===== src/rtl/can_seq_pkg.sv =====
`default_nettype none
`timescale 1ns/1ps
// ============================================================================
// Module      : can_seq_pkg
// Description : Shared definitions for the CAN controller register sequencer.
//               Covers command op codes, FSM states, controller register
//               addresses, fixed write values and the trim-frame constants.
// Revision    : 1.0 - initial release
// ============================================================================
package can_seq_pkg;

  typedef enum logic [1:0] {
    OP_INIT      = 2'b00,
    OP_TRANSMIT  = 2'b01,
    OP_TRIM      = 2'b10,
    OP_RESET_BUS = 2'b11
  } op_t;

  typedef enum logic [1:0] {
    ST_IDLE  = 2'd0,
    ST_WRITE = 2'd1,
    ST_GAP   = 2'd2,
    ST_FIN   = 2'd3
  } state_t;

  // Longest sequence is an extended frame with four data words: 8 writes.
  localparam int c_step_w = 3;

  localparam logic [4:0] c_addr_prescaler = 5'h0F;
  localparam logic [4:0] c_addr_general   = 5'h0E;
  localparam logic [4:0] c_addr_tra_ctrl  = 5'h0D;
  localparam logic [4:0] c_addr_id_hi     = 5'h0C;
  localparam logic [4:0] c_addr_id_lo     = 5'h0B;
  localparam logic [4:0] c_addr_data0     = 5'h0A;  // data words descend 0x0A..0x07
  localparam logic [4:0] c_addr_clr_a     = 5'h05;  // registers zeroed during init
  localparam logic [4:0] c_addr_clr_b     = 5'h04;
  localparam logic [4:0] c_addr_clr_c     = 5'h11;
  localparam logic [4:0] c_addr_clr_d     = 5'h10;
  localparam logic [4:0] c_addr_bus_ctrl  = 5'h12;

  localparam logic [15:0] c_bus_ctrl_val = 16'h8070;

  localparam logic [10:0] c_trim_id   = 11'h555;
  localparam logic [63:0] c_trim_data = 64'hAAAA_AAAA_AAAA_AAAA;
  localparam logic [3:0]  c_dlc_max   = 4'd8;

  function automatic logic [3:0] clamp_dlc(input logic [3:0] dlc);
    return (dlc > c_dlc_max) ? c_dlc_max : dlc;
  endfunction

endpackage
`default_nettype wire


===== src/rtl/can_seq_step.sv =====
`default_nettype none
`timescale 1ns/1ps
// ============================================================================
// Module      : can_seq_step
// Description : Combinational map from (op, step index, captured fields) to
//               the register address / write data of that step, plus a flag
//               marking the final write of the sequence.
// Ports       : op, step          - sequence selector and write index
//               ext               - extended identifier in use for this frame
//               prescaler/general - init values
//               id, dlc, data     - frame fields (dlc already clamped)
//               addr, wdata, last - write for this step, last-write flag
// Revision    : 1.0 - initial release
// ============================================================================
module can_seq_step
  import can_seq_pkg::*;
#(
  parameter logic [15:0] GEN_DATA = 16'h009C
) (
  input  op_t                 op,
  input  logic [c_step_w-1:0] step,
  input  logic                ext,
  input  logic [15:0]         prescaler,
  input  logic [15:0]         general,
  input  logic [28:0]         id,
  input  logic [3:0]          dlc,
  input  logic [63:0]         data,
  output logic [4:0]          addr,
  output logic [15:0]         wdata,
  output logic                last
);

  logic [2:0]  w_n_id;
  logic [2:0]  w_n_words;
  logic [2:0]  w_data_end;
  logic [1:0]  w_word_idx;
  logic [15:0] w_word;

  // Frame layout: id words, then ceil(dlc/2) data words, general, control.
  assign w_n_id     = ext ? 3'd2 : 3'd1;
  assign w_n_words  = 3'(({1'b0, dlc} + 5'd1) >> 1);
  assign w_data_end = w_n_id + w_n_words;
  assign w_word_idx = 2'(step - w_n_id);

  always_comb begin
    w_word = 16'h0;
    case (w_word_idx)
      2'd0:    w_word = data[63:48];
      2'd1:    w_word = data[47:32];
      2'd2:    w_word = data[31:16];
      default: w_word = data[15:0];
    endcase
    // Odd length: the final word carries only its high byte.
    if (dlc[0] && ({1'b0, w_word_idx} == (w_n_words - 3'd1))) begin
      w_word[7:0] = 8'h00;
    end
  end

  always_comb begin
    addr  = 5'h00;
    wdata = 16'h0000;
    last  = 1'b0;
    case (op)
      OP_INIT: begin
        case (step)
          3'd0: begin addr = c_addr_prescaler; wdata = prescaler; end
          3'd1: begin addr = c_addr_general;   wdata = general;   end
          3'd2: addr = c_addr_clr_a;
          3'd3: addr = c_addr_clr_b;
          3'd4: addr = c_addr_clr_c;
          3'd5: addr = c_addr_clr_d;
          3'd6: begin addr = c_addr_bus_ctrl; wdata = c_bus_ctrl_val; last = 1'b1; end
          default: last = 1'b1;
        endcase
      end
      OP_RESET_BUS: begin
        if (step == 3'd0) begin
          addr  = c_addr_general;
          wdata = GEN_DATA;
        end else begin
          addr  = c_addr_bus_ctrl;
          wdata = c_bus_ctrl_val;
          last  = 1'b1;
        end
      end
      default: begin  // transmit and trim share the frame layout
        if (step < w_n_id) begin
          if (step == 3'd0) begin
            addr  = c_addr_id_hi;
            wdata = ext ? id[28:13] : {id[10:0], 5'h00};
          end else begin
            addr  = c_addr_id_lo;
            wdata = {id[12:0], 3'b000};
          end
        end else if (step < w_data_end) begin
          addr  = c_addr_data0 - {3'b000, w_word_idx};
          wdata = w_word;
        end else if (step == w_data_end) begin
          addr  = c_addr_general;
          wdata = GEN_DATA;
        end else begin
          addr  = c_addr_tra_ctrl;
          wdata = {1'b1, 10'b0, ext, dlc};
          last  = 1'b1;
        end
      end
    endcase
  end

endmodule
`default_nettype wire


===== src/rtl/can_reg_sequencer.sv =====
`default_nettype none
`timescale 1ns/1ps
// ============================================================================
// Module      : can_reg_sequencer
// Description : Accepts one command at a time and plays the matching series
//               of register writes into a CAN controller, holding each write
//               until acknowledged and aborting on an acknowledge timeout.
// Ports       : clk, rst (async, active-low)
//               cmd_valid/cmd_ready/cmd_op + command fields (captured on accept)
//               reg_addr/reg_wdata/reg_we/reg_ack - controller write port
//               busy, done (1-cycle), err (with done, on timeout)
// Revision    : 1.0 - initial release
// ============================================================================
module can_reg_sequencer
  import can_seq_pkg::*;
#(
  parameter bit          EXT_ID_EN   = 1'b0,
  parameter int          ACK_TIMEOUT = 255,
  parameter logic [15:0] GEN_DATA    = 16'h009C
) (
  input  logic        clk,
  input  logic        rst,
  input  logic        cmd_valid,
  output logic        cmd_ready,
  input  logic [1:0]  cmd_op,
  input  logic [15:0] prescaler_init,
  input  logic [15:0] general_init,
  input  logic [28:0] tx_id,
  input  logic [3:0]  tx_dlc,
  input  logic [63:0] tx_data,
  output logic [4:0]  reg_addr,
  output logic [15:0] reg_wdata,
  output logic        reg_we,
  input  logic        reg_ack,
  output logic        busy,
  output logic        done,
  output logic        err
);

  localparam int c_tmo_w = $clog2(ACK_TIMEOUT + 1);

  state_t              r_state;
  state_t              w_next;
  op_t                 r_op;
  logic [c_step_w-1:0] r_step;
  logic [c_tmo_w-1:0]  r_tmo;
  logic                r_err;
  logic                r_ext;
  logic [15:0]         r_prescaler;
  logic [15:0]         r_general;
  logic [28:0]         r_id;
  logic [3:0]          r_dlc;
  logic [63:0]         r_data;

  logic [4:0]  w_addr;
  logic [15:0] w_wdata;
  logic        w_last;
  logic        w_timeout;

  // Counter value on the last un-acknowledged WRITE cycle allowed.
  assign w_timeout = (r_tmo == c_tmo_w'(ACK_TIMEOUT - 1));

  can_seq_step #(
    .GEN_DATA (GEN_DATA)
  ) u_step (
    .op        (r_op),
    .step      (r_step),
    .ext       (r_ext),
    .prescaler (r_prescaler),
    .general   (r_general),
    .id        (r_id),
    .dlc       (r_dlc),
    .data      (r_data),
    .addr      (w_addr),
    .wdata     (w_wdata),
    .last      (w_last)
  );

  always_ff @(posedge clk or negedge rst) begin
    if (!rst) begin
      r_state     <= ST_IDLE;
      r_op        <= OP_INIT;
      r_step      <= '0;
      r_tmo       <= '0;
      r_err       <= 1'b0;
      r_ext       <= 1'b0;
      r_prescaler <= '0;
      r_general   <= '0;
      r_id        <= '0;
      r_dlc       <= '0;
      r_data      <= '0;
    end else begin
      r_state <= w_next;
      case (r_state)
        ST_IDLE: begin
          if (cmd_valid) begin
            r_op        <= op_t'(cmd_op);
            r_step      <= '0;
            r_tmo       <= '0;
            r_err       <= 1'b0;
            r_prescaler <= prescaler_init;
            r_general   <= general_init;
            // Trim is a fixed standard-ID frame loaded in place of the inputs.
            if (op_t'(cmd_op) == OP_TRIM) begin
              r_id   <= {18'b0, c_trim_id};
              r_data <= c_trim_data;
              r_dlc  <= c_dlc_max;
              r_ext  <= 1'b0;
            end else begin
              r_id   <= tx_id;
              r_data <= tx_data;
              r_dlc  <= clamp_dlc(tx_dlc);
              r_ext  <= EXT_ID_EN;
            end
          end
        end
        ST_WRITE: begin
          if (reg_ack) begin
            r_tmo <= '0;
          end else if (w_timeout) begin
            r_err <= 1'b1;
          end else begin
            r_tmo <= r_tmo + c_tmo_w'(1);
          end
        end
        ST_GAP: begin
          if (!w_last) begin
            r_step <= r_step + c_step_w'(1);
          end
        end
        default: ;
      endcase
    end
  end

  always_comb begin
    w_next    = r_state;
    cmd_ready = 1'b0;
    busy      = 1'b1;
    reg_we    = 1'b0;
    reg_addr  = 5'h00;
    reg_wdata = 16'h0000;
    done      = 1'b0;
    err       = 1'b0;
    case (r_state)
      ST_IDLE: begin
        cmd_ready = 1'b1;
        busy      = 1'b0;
        if (cmd_valid) w_next = ST_WRITE;
      end
      ST_WRITE: begin
        reg_we    = 1'b1;
        reg_addr  = w_addr;
        reg_wdata = w_wdata;
        if (reg_ack)        w_next = ST_GAP;
        else if (w_timeout) w_next = ST_FIN;
      end
      ST_GAP: begin
        w_next = w_last ? ST_FIN : ST_WRITE;
      end
      ST_FIN: begin
        done   = 1'b1;
        err    = r_err;
        w_next = ST_IDLE;
      end
      default: w_next = ST_IDLE;
    endcase
  end

endmodule
`default_nettype wire


===== config.mk =====
export PLATFORM = sky130hd
export DESIGN_NAME = can_reg_sequencer
export DESIGN_NICKNAME = d
export VERILOG_FILES = /design/src/rtl/can_seq_pkg.sv /design/src/rtl/can_seq_step.sv /design/src/rtl/can_reg_sequencer.sv
export SDC_FILE = /design/constraint.sdc
export NUM_CORES = 1
export LEC_CHECK = 0
export CELL_PAD_IN_SITES_DETAIL_PLACEMENT = 0
export CELL_PAD_IN_SITES_GLOBAL_PLACEMENT = 1
export CORE_ASPECT_RATIO = 1.75
export CORE_MARGIN = 4
export CORE_UTILIZATION = 34
export CTS_BUF_LIST = sky130_fd_sc_hd__clkbuf_4 sky130_fd_sc_hd__clkbuf_8 sky130_fd_sc_hd__clkbuf_16
export CTS_CLUSTER_SIZE = 24
export DETAILED_ROUTE_END_ITERATION = 6
export PLACE_DENSITY = 0.87
export SLEW_MARGIN = 20
export SYNTH_ARGS = -nofsm -noshare
export SYNTH_HDL_FRONTEND = slang
export SYNTH_SLANG_ARGS = --single-unit

===== constraint.sdc =====
create_clock -name clk -period 3.2 [get_ports clk]
set_input_delay 0.64 -clock clk [delete_from_list [all_inputs] [get_ports clk]]
set_output_delay 0.64 -clock clk [all_outputs]
set_load 0.05 [all_outputs]

==> run_results.csv <==
group,metric,value,unit
status,status,"finished with violations",
status,violations,"setup timing",
clocking,worstSkewPairLatency,0.42,ns
timing,worstMarginPinSlew,0.878,ns
power_and_ir_drop,finalPower,12.5,mW
synthesis,synth_top_cell_by_area,"dfrtp_1",
timing,finalHoldViolations,0,
synthesis,synth-async-reset-ratio,1.00,
synthesis,yosysSeqAreaShare,0.499,
clocking,ctsLongestPathBuffers,2,
finish,nets,977,
synthesis,synth-xor-area-share,0.0176,
synthesis,ys_ff_latch,129,
floorplanning,die_h,190,um
timing,setup_violations,23,
clocking,clock_sinks,129,
floorplanning,fp.coreArea,18700,um2
floorplanning,boundaryPins,161,
timing,period_needed,3.98,ns
synthesis,avgSynthCellArea,9.95,um2
power_and_ir_drop,comb_power_share,0.608,
grt,grt_overflow,0,
critical_path,critPathRequiredTime,2.56,ns
power_and_ir_drop,peakVddDrop,0.000903,V
detailed_routing,vias,5823,
synthesis,synth_adder_area_share,0.0310,
min_path,min_path_type,"input pin to async pin",
synthesis,muxShareOfSynthArea,0.0255,
timing,timing.final.ws_setup,-0.778,ns
power_and_ir_drop,internal-power,7.09,mW
grt,grt_pass1_wl,33200,um
critical_path,crit_chain,"ha_2, xnor2_2, inv_1, ha_2, xnor2_2, xnor2_1, ha_1, and3b_2, or2_4, nor2_4, buf_4, a31oi_4, a211oi_4, buf_12",
finish,area_growth,51.7,%
finish,most-common-layout-cells,"nand2_1 (129), dfrtp_1 (128), clkdlybuf4s50_1 (121)",
timing,rsz0062_at_grt,"yes",
critical_path,crit_path_end_kind,"primary output",
placed_design,dp_hpwl,15700,um
timing,fmax,251,MHz
placed_design,dp.cells,1037,
critical_path,worst-path-buf-inv,3,
placed_design,port_buffers,144,
floorplanning,die_width,112,um
timing,finalMaxSlewViolations,0,
power_and_ir_drop,clockPowerShare,0.165,
critical_path,cp_top_family,"adder cells",
critical_path,cp_slowest_cell,"dfrtp_1",
critical_path,critPathKind,"flop to primary output",
synthesis,netlist_area,6460,um2
detailed_routing,wirelength,21400,um
detailed_routing,post_drt_wl_per_cell,19.8,um
clocking,cts_tree,"built",
grt,first_global_vias,6064,
synthesis,syn_nets,801,
power_and_ir_drop,p_seq_frac,0.227,
critical_path,cp-start-kind,"flop",
grt,grt_util_all_layers,0.200,
finish,drive_above_1_share,0.206,
grt,grt_max_degree,49,
finish,final_common_cell,"nand2_1",
power_and_ir_drop,p_leak,4.22,nW
clocking,root_buffer,"clkbuf_16",
synthesis,synthCells,650,
critical_path,startpoint,"r_dlc[0]$_DFFE_PN0P_",
critical_path,cp.arrival,3.34,ns
grt,antenna_found_initial,3,
finish,final_core_util,0.525,
detailed_routing,final_antenna_net_count,0,
timing,slew_headroom,0.415,
synthesis,synth_edf_count,0,
detailed_routing,vias_per_cell,5.39,
clocking,path_clk_slew,0.06,ns
power_and_ir_drop,p_sw,5.45,mW
synthesis,synth_top_family_by_area,"compound AO/OA/AOI/OAI gates",
synthesis,synth_cell_type_count,57,
timing,finClkSkew,0.0111,ns
timing,fin_crit_sh,1.24,
detailed_routing,dr.pass1.iters,5,
clocking,h-tree-depth,4,
power_and_ir_drop,powerDensity,1280,nW/um2
synthesis,synth-simple-area-share,0.132,
critical_path,slowest_delay,0.38,ns
placed_design,routabilityCongestion,0.886,
floorplanning,initial_core_util,0.346,
critical_path,rr_startpoint,"r_dlc[0]$_DFFE_PN0P_",
synthesis,synth-main-ff-cell,"dfrtp_1",
flow_run,max_cap_viol_count,0,
detailed_routing,drtIter0Drc,581,
critical_path,critPathMaxFanout,4,
detailed_routing,drcViolationCount,0,
floorplanning,rows,66,
synthesis,synth_compound_gate_area_share,0.250,
power_and_ir_drop,p_sw_frac,0.435,
finish,instances_no_fill,1080,
synthesis,yosysWarningCount,0,
floorplanning,dieArea,21400,um2
synthesis,synth_area_leaders,"dfrtp_1 (50%), nand2_1 (7.5%), a22o_1 (6.8%)",
timing,timing.hold.ws,0.200,ns
clocking,cts_buffers,17,
synthesis,synth_top_area_frac,0.499,
==> what timing repair did <==
| action | in CTS | in global routing |
|---|---|---|
| buffers inserted | 4 | 7 |
| pin swaps | 14 | 13 |
| setup endpoints to repair | 21 | 24 |
| resized for setup | 19 | 11 |
| endpoints found under the hold margin | 0 | 0 |
| hold buffers | 0 | 0 |
==> flip-flops by register name, summed over array words and instances, names as in the netlist <==
name and count:
r_data 64, r_general 16, r_prescaler 16, r_id 13, r_tmo 8, r_dlc 4
r_step 3, r_op 2, r_state 2, r_err 1
==> final timing paths <==
| path | to | slack (ns) | cells past startpoint |
|---|---|---|---|
| max | reg_wdata[6] | -0.78 | 14 |
| min | r_tmo[4]$_DFFE_PN0P_ | 0.20 | 1 |
| max reg2reg | r_step[1]$_DFFE_PN0P_ | -0.15 | 16 |
| min reg2reg | r_prescaler[3]$_DFFE_PN0P_ | 0.48 | 2 |
| max in group asynchronous | r_step[1]$_DFFE_PN0P_ | 2.18 | 2 |
| min in group clk | r_prescaler[3]$_DFFE_PN0P_ | 0.48 | 2 |
==> stage by stage <==
step / cell area (um2) / setup slack, ns / setup TNS (ns)
floorplan: 6770 / -0.470 / -5.47
global placement: 8980 / -0.314 / -4.90
detailed placement: 8980 / -0.341 / -5.72
CTS: 9730 / -0.778 / -14.38
global route: 9800 / -0.908 / -17.22
finish: 9800 / -0.778 / -13.88
==> cell usage after synthesis, types with 5 or more instances <==
cell,count
o22a_1,38
nand4_1,6
ha_1,16
nand3_1,8
clkbuf_1,29
inv_1,16
nand2_1,130
dfrtp_1,129
buf_2,16
xnor2_1,8
a222oi_1,16
mux2i_1,15
xor2_1,5
a22oi_1,5
a21oi_1,23
o21ai_0,36
nor2_1,21
a22o_1,50
a31oi_1,12
nor3_1,10
==> cell type report <==
cell class | instances | area, um2
Timing Repair Buffer | 208 | 2230
Multi-Input combinational cell | 454 | 3350
Sequential cell | 129 | 3230
Fill cell | 1704 | 8860
Antenna cell | 3 | 7.51
Tap cell | 238 | 298
Clock inverter | 13 | 185
Inverter | 16 | 60.1
Clock buffer | 19 | 447
==> power groups by stage <==
| stage | Combinational [mW] | Sequential (mW) | Clock (mW) |
|---|---|---|---|
| after floorplan | 4.53 | 2.72 | 0 |
| after global placement | 7.04 | 2.83 | 0 |
| after detailed placement | 7.10 | 2.87 | 0 |
| after CTS | 7.47 | 2.84 | 2.10 |
| after global routing | 8.18 | 2.92 | 2.17 |
| final | 7.62 | 2.85 | 2.07 |
==> logic make-up (layout without fill, tap and decap cells) <==
kind of cell,after synthesis,count (layout)
DFF,129,129
xor gates and xnor gates,13,13
and+or+nand+nor,197,197
adders and majority gates,16,16
AOI/OAI and AO/OA,212,212
buffers and inverters,67,256
muxes,16,16
other,0,3
==> metal layers <==
layer  track usage  vias to the layer above  part of all wire
met2         0.357                      191              0.54
met5             0                        -                 0
met1         0.236                     2857              0.38
met4        0.0810                        0             0.027
met3        0.0359                       35             0.052
li1              -                     2740                 -
==> worst register-to-register path, stage by stage (launching register included) <==
cell and delay (ns):
dfrtp_1 0.38, ha_2 0.21, xnor2_2 0.19, inv_1 0.07
ha_2 0.18, xnor2_2 0.13, xnor2_1 0.13, ha_1 0.33
and3b_2 0.24, buf_6 0.12, o21ai_4 0.15, buf_6 0.12
buf_6 0.08, buf_6 0.09, o32ai_4 0.09, or3b_4 0.43
mux2_4 0.30
(Power assumes the default switching activity.)
